File: src/rtl/mrv1_dmem_bridge.sv
// MRV1 data-memory bridge: FIFO-buffered core requests, bounded outstanding memory
// requests and local error responses. Optional alignment check: MRV1_DMEM_BRIDGE_ALIGN_CHK_EN.
module mrv1_dmem_bridge #(
  parameter int unsigned               DATA_WIDTH_P = 32,
  parameter int unsigned               REQ_DEPTH_P  = 4,
  parameter int unsigned               MAX_OUTST_P  = 2,
  parameter logic [DATA_WIDTH_P-1:0]   BASE_ADDR_P  = DATA_WIDTH_P'(32'h0000_0000),
  parameter logic [DATA_WIDTH_P-1:0]   SIZE_P       = DATA_WIDTH_P'(32'h0001_0000)
) (
  input  logic                      clk_i,
  input  logic                      rst_ni,
  input  logic                      core_req_vld_i,
  output logic                      core_req_rdy_o,
  input  logic [DATA_WIDTH_P-1:0]   core_req_addr_i,
  input  logic                      core_req_w_en_i,
  input  logic [DATA_WIDTH_P/8-1:0] core_req_w_be_i,
  input  logic [DATA_WIDTH_P-1:0]   core_req_w_data_i,
  output logic                      core_resp_vld_o,
  output logic                      core_resp_err_o,
  output logic [DATA_WIDTH_P-1:0]   core_resp_r_data_o,
  output logic                      mem_req_vld_o,
  input  logic                      mem_req_rdy_i,
  output logic [DATA_WIDTH_P-1:0]   mem_req_addr_o,
  output logic                      mem_req_w_en_o,
  output logic [DATA_WIDTH_P/8-1:0] mem_req_w_be_o,
  output logic [DATA_WIDTH_P-1:0]   mem_req_w_data_o,
  input  logic                      mem_resp_vld_i,
  input  logic [DATA_WIDTH_P-1:0]   mem_resp_r_data_i
);

  localparam int unsigned BE_W  = DATA_WIDTH_P / 8;
  localparam int unsigned PTR_W = $clog2(REQ_DEPTH_P);
  localparam int unsigned OUT_W = $clog2(MAX_OUTST_P + 1);
  // Region bounds carry one extra bit so BASE+SIZE cannot wrap.
  localparam logic [DATA_WIDTH_P:0] RANGE_LO = {1'b0, BASE_ADDR_P};
  localparam logic [DATA_WIDTH_P:0] RANGE_HI = {1'b0, BASE_ADDR_P} + {1'b0, SIZE_P};

  logic [DATA_WIDTH_P-1:0] addr_mem  [REQ_DEPTH_P];
  logic                    w_en_mem  [REQ_DEPTH_P];
  logic [BE_W-1:0]         w_be_mem  [REQ_DEPTH_P];
  logic [DATA_WIDTH_P-1:0] w_data_mem[REQ_DEPTH_P];
  logic                    legal_mem [REQ_DEPTH_P];

  logic [PTR_W:0]          wr_ptr_reg, rd_ptr_reg;
  logic [OUT_W-1:0]        outst_reg;
  logic                    resp_vld_reg, resp_err_reg;
  logic [DATA_WIDTH_P-1:0] resp_data_reg;

  logic empty, full, push, pop, issue, err_pop, resp_take, head_legal;
  logic range_ok, align_ok, req_legal;
  logic [DATA_WIDTH_P:0] addr_ext;
  logic [PTR_W-1:0] wr_idx, rd_idx;

  assign wr_idx = wr_ptr_reg[PTR_W-1:0];
  assign rd_idx = rd_ptr_reg[PTR_W-1:0];
  assign empty  = (wr_ptr_reg == rd_ptr_reg);
  assign full   = (wr_ptr_reg[PTR_W] != rd_ptr_reg[PTR_W]) && (wr_idx == rd_idx);

  assign addr_ext = {1'b0, core_req_addr_i};
  assign range_ok = (addr_ext >= RANGE_LO) && (addr_ext < RANGE_HI);

`ifdef MRV1_DMEM_BRIDGE_ALIGN_CHK_EN
  always_comb begin
    align_ok = 1'b1;
    if (!core_req_w_en_i)
      align_ok = (core_req_addr_i[1:0] == 2'b00);
    else if (core_req_w_be_i == 4'b1111)
      align_ok = (core_req_addr_i[1:0] == 2'b00);
    else if (core_req_w_be_i == 4'b0011 || core_req_w_be_i == 4'b1100)
      align_ok = !core_req_addr_i[0];
    else
      align_ok = ($countones(core_req_w_be_i) == 1);
  end
`else
  assign align_ok = 1'b1;
`endif

  assign req_legal = range_ok && align_ok;

  assign core_req_rdy_o = rst_ni && !full;
  assign push           = core_req_vld_i && core_req_rdy_o;

  assign head_legal       = legal_mem[rd_idx];
  assign mem_req_addr_o   = addr_mem[rd_idx];
  assign mem_req_w_en_o   = w_en_mem[rd_idx];
  assign mem_req_w_be_o   = w_be_mem[rd_idx];
  assign mem_req_w_data_o = w_data_mem[rd_idx];

  assign mem_req_vld_o = !empty && head_legal && (outst_reg < OUT_W'(MAX_OUTST_P));
  assign issue         = mem_req_vld_o && mem_req_rdy_i;
  // Illegal heads retire only once memory is drained, keeping responses in order.
  assign err_pop       = !empty && !head_legal && (outst_reg == '0);
  assign pop           = issue || err_pop;
  assign resp_take     = mem_resp_vld_i && (outst_reg != '0);

  assign core_resp_vld_o    = resp_vld_reg;
  assign core_resp_err_o    = resp_err_reg;
  assign core_resp_r_data_o = resp_data_reg;

  always_ff @(posedge clk_i) begin
    if (push) begin
      addr_mem[wr_idx]   <= core_req_addr_i;
      w_en_mem[wr_idx]   <= core_req_w_en_i;
      w_be_mem[wr_idx]   <= core_req_w_be_i;
      w_data_mem[wr_idx] <= core_req_w_data_i;
      legal_mem[wr_idx]  <= req_legal;
    end
  end

  always_ff @(posedge clk_i or negedge rst_ni) begin
    if (!rst_ni) begin
      wr_ptr_reg    <= '0;
      rd_ptr_reg    <= '0;
      outst_reg     <= '0;
      resp_vld_reg  <= 1'b0;
      resp_err_reg  <= 1'b0;
      resp_data_reg <= '0;
    end else begin
      if (push) wr_ptr_reg <= wr_ptr_reg + 1'b1;
      if (pop)  rd_ptr_reg <= rd_ptr_reg + 1'b1;
      case ({issue, resp_take})
        2'b10:   outst_reg <= outst_reg + OUT_W'(1);
        2'b01:   outst_reg <= outst_reg - OUT_W'(1);
        default: outst_reg <= outst_reg;
      endcase
      resp_vld_reg  <= resp_take || err_pop;
      resp_err_reg  <= err_pop;
      resp_data_reg <= resp_take ? mem_resp_r_data_i : '0;
    end
  end

endmodule

File: config.mk
export PLATFORM = sky130hd
export DESIGN_NAME = mrv1_dmem_bridge
export DESIGN_NICKNAME = d
export VERILOG_FILES = /design/src/rtl/mrv1_dmem_bridge.sv
export SDC_FILE = /design/constraint.sdc
export NUM_CORES = 1
export LEC_CHECK = 0
export ABC_CLOCK_PERIOD_IN_PS = 3300
export BUFFER_PORTS_ARGS = -buffer_cell sky130_fd_sc_hd__buf_2
export CORE_MARGIN = 3
export CORE_UTILIZATION = 50
export CTS_CLUSTER_DIAMETER = 40
export CTS_CLUSTER_SIZE = 25
export DETAILED_ROUTE_END_ITERATION = 12
export PLACE_DENSITY = 0.76
export RECOVER_POWER = 25
export SYNTH_ARGS = -nofsm -noshare
export SYNTH_HDL_FRONTEND = slang
export SYNTH_SLANG_ARGS = --single-unit
File: constraint.sdc
create_clock -name clk_i -period 3.3 [get_ports clk_i]
set_input_delay 0 -clock clk_i [delete_from_list [all_inputs] [get_ports clk_i]]
set_output_delay 0 -clock clk_i [all_outputs]
set_load 0.02 [all_outputs]
==> flow_summary.json <==
{
  "avgViaCountPerCell": 5.207,
  "synth_edf_count": 280,
  "nets": 948,
  "syn_nets": 601,
  "grt_pass1_wl_microns": 38280,
  "ys_ff_latch": 322,
  "min_period_over_period_pct": 76.98,
  "syn_avg_cell_area_sq_um": 23.86,
  "synth_xor_xnor_area_share_pct": 0.8256,
  "place.gp.congestion": 0.8012,
  "p_leak_nw": 5.628,
  "critPathCaptureType": "primary output",
  "slew_violations": 0,
  "ys_seq_area_share_pct": 81.06,
  "vdd_drop_max_mv": 0.8231,
  "fin_util_pct": 67.73,
  "required_ns": 3.30,
  "muxShareOfSynthArea_pct": 13.72,
  "synth_compound_area_share_pct": 0.2680,
  "layout_setup_ws_ns": 0.7597,
  "final_area_sq_um": 15430,
  "tightest_slew_ns": 1.063,
  "synth.top_cell.area_share_pct": 72.05,
  "synthTopCellsByCount": "edfxtp_1, mux4_2, dfrtp_1",
  "synth.area.top_cells": "edfxtp_1, mux4_2, dfrtp_1",
  "startpoint_type": "register",
  "grt_pass1_vias": 6671,
  "drtIter0Drc": 402,
  "pre_cts_ws_ns": 0.7687,
  "rsz0062_at_grt": "no",
  "synth_flop_cell": "edfxtp_1",
  "hold_viol_final": 0,
  "grt.overflow.total": 0,
  "final_antenna_net_count": 0,
  "yosysMostFrequentCell": "edfxtp_1",
  "maxCapViolations": 0,
  "setup_tns_ns": 0,
  "dp_hpwl_microns": 14180,
  "status": "complete, no violations",
  "grt_util_all_layers_pct": 19.32,
  "fillCellCount": 1434,
  "period_needed_ns": 2.540,
  "synth_cell_types": 24,
  "drc_errors": 0,
  "placed_area_sq_um": 13180,
  "synth_area_sq_um": 11670,
  "drive_gt1_share_pct": 36.37,
  "wire_per_inst_microns": 20.27,
  "clk_latency_ns": 0.52,
  "reg2reg_to": "w_be_mem[2][0]",
  "synth_fa_ha_area_share_pct": 0.6433,
  "antenna_found_initial": 0,
  "synth_cells": 489,
  "pin_count": 211,
  "fp.coreArea_sq_um": 22780,
  "wl_microns": 23900,
  "core.rowCount": 55,
  "r2r_slack_ns": 0.78,
  "cts_sinks": 322,
  "critPathLaunch": "rd_ptr_reg[0]",
  "die_w_microns": 158.8,
  "cts-root-buf": "clkbuf_16",
  "timing_worst_setup_path_type": "reg2out",
  "cts_made_buffers": 38,
  "die-area_sq_um": 25210,
  "max_freq_ghz": 0.3936,
  "cts_tree": "done",
  "powerDensity_nw_per_um2": 846.8,
  "reg2reg_from": "rd_ptr_reg[0]",
  "num_antenna_cells": 0,
  "synth-simple-area-share_pct": 2.595,
  "start_util_pct": 51.23,
  "finalPower_mw": 13.06,
  "area_delta_synth_final_pct": 32.21,
  "r2r_cells": 4,
  "io_buffers": 210,
  "finClkSkew_ns": 0.02447,
  "grt_max_degree": 73,
  "maxSlewHeadroom_pct": 29.12,
  "async_reset_ff_share_pct": 13.04,
  "cp_max_fo": 34,
  "cts_buffer_depth": 3,
  "path_clk_slew_ns": 0.05,
  "die_y_microns": 158.8,
  "htreeDepth": 2,
  "hold_class": "in2async",
  "synth_top_family_by_area": "multiplexers",
  "arrival_ns": 2.54,
  "cts_resized": 0,
  "yosys_warnings": 0,
  "num_vias": 6139,
  "synth.largest_area_cell": "edfxtp_1",
  "setup_viol_count_final": 0,
  "firstDrtPassIters": 5
}
-- per-layer routing --
| layer | track usage, % | vias up | share of wire [%] |
|---|---|---|---|
| li1 | - | 2707 | - |
| met1 | 26.29 | 3115 | 41 |
| met2 | 31.56 | 269 | 50 |
| met3 | 4.200 | 48 | 6.5 |
| met4 | 6.526 | 0 | 2.7 |
| met5 | 0 | - | 0 |
-- logic make-up after synthesis --
logic type / count (synthesis)
flops: 322
mux: 72
xor+xnor: 11
compound gates: 5
buf+inv: 23
fa+ha+maj: 6
simple gates: 50
-- per-stage QoR --
step                      std cells  hold slack [ns]
final                          1179           0.1193
after global routing           1179           0.1737
after CTS                      1179           0.1091
after detailed placement       1005           0.1182
after global placement         1005          0.08886
after floorplan                 489          -0.2956
-- how the worst max path moves through the flow --
stage	end	slack, ns	cells after the start
2_1_floorplan	addr_mem[3][0]	0.08	4
3_3_place_gp	outst_reg[1]	0.79	7
3_5_place_dp	addr_mem[2][16]	0.77	4
4_1_cts	mem_req_addr_o[30]	0.67	3
5_1_grt	mem_req_w_be_o[1]	0.58	3
6_report	mem_req_w_be_o[1]	0.76	3
-- power breakdown --
group | switching (mW) | internal [mW]
Clock | 1.69 | 2.37
Combinational | 2.20 | 1.59
Sequential | 0.207 | 5.00
-- placed cells by master (no fill, tap or decap) --
master	instances
bufinv_16	1
clkinv_4	4
mux2i_1	1
clkinv_1	1
clkbuf_8	2
and4_1	1
or2_2	1
nor4_1	4
xnor2_1	8
ha_1	6
clkbuf_16	39
dfrtp_4	2
mux4_2	70
xor2_1	3
inv_6	8
clkinv_2	2
clkbuf_1	54
mux2_4	1
inv_1	4
and2_1	33
clkinv_8	4
buf_12	4
dlygate4sd3_1	104
o21ai_0	1
nand3_1	1
nand2_1	4
and2_4	4
clkinvlp_4	1
nor2_1	1
buf_2	161
dfrtp_1	40
inv_8	1
o21a_1	1
inv_4	2
edfxtp_1	280
a31oi_1	3
nor3b_1	1
buf_4	8
-- critical path, stage by stage, from the launching register on --
cell	delay, ns
dfrtp_4	0.57
buf_4	0.62
mux4_2	0.64
buf_2	0.19
-- layout make-up --
class / count / area [sq um] / share of cell area (%)
multi-input cells: 144 / 2117 / 13.72
flip-flops and latches: 322 / 9467 / 61.36
inverters: 4 / 15.01 / 0.09732
clock buffers: 46 / 1022 / 6.626
clock inverters: 24 / 245.2 / 1.589
well taps: 313 / 391.6 / 2.538
repair buffers: 326 / 2171 / 14.07
-- repair_timing --
| action | 4_1_cts | 5_1_grt |
|---|---|---|
| hold buffers | 104 | 0 |
| buffers inserted | 0 | 0 |
| hold endpoints to repair | 355 | 0 |
No activity file was read; power rests on OpenSTA's default activity.
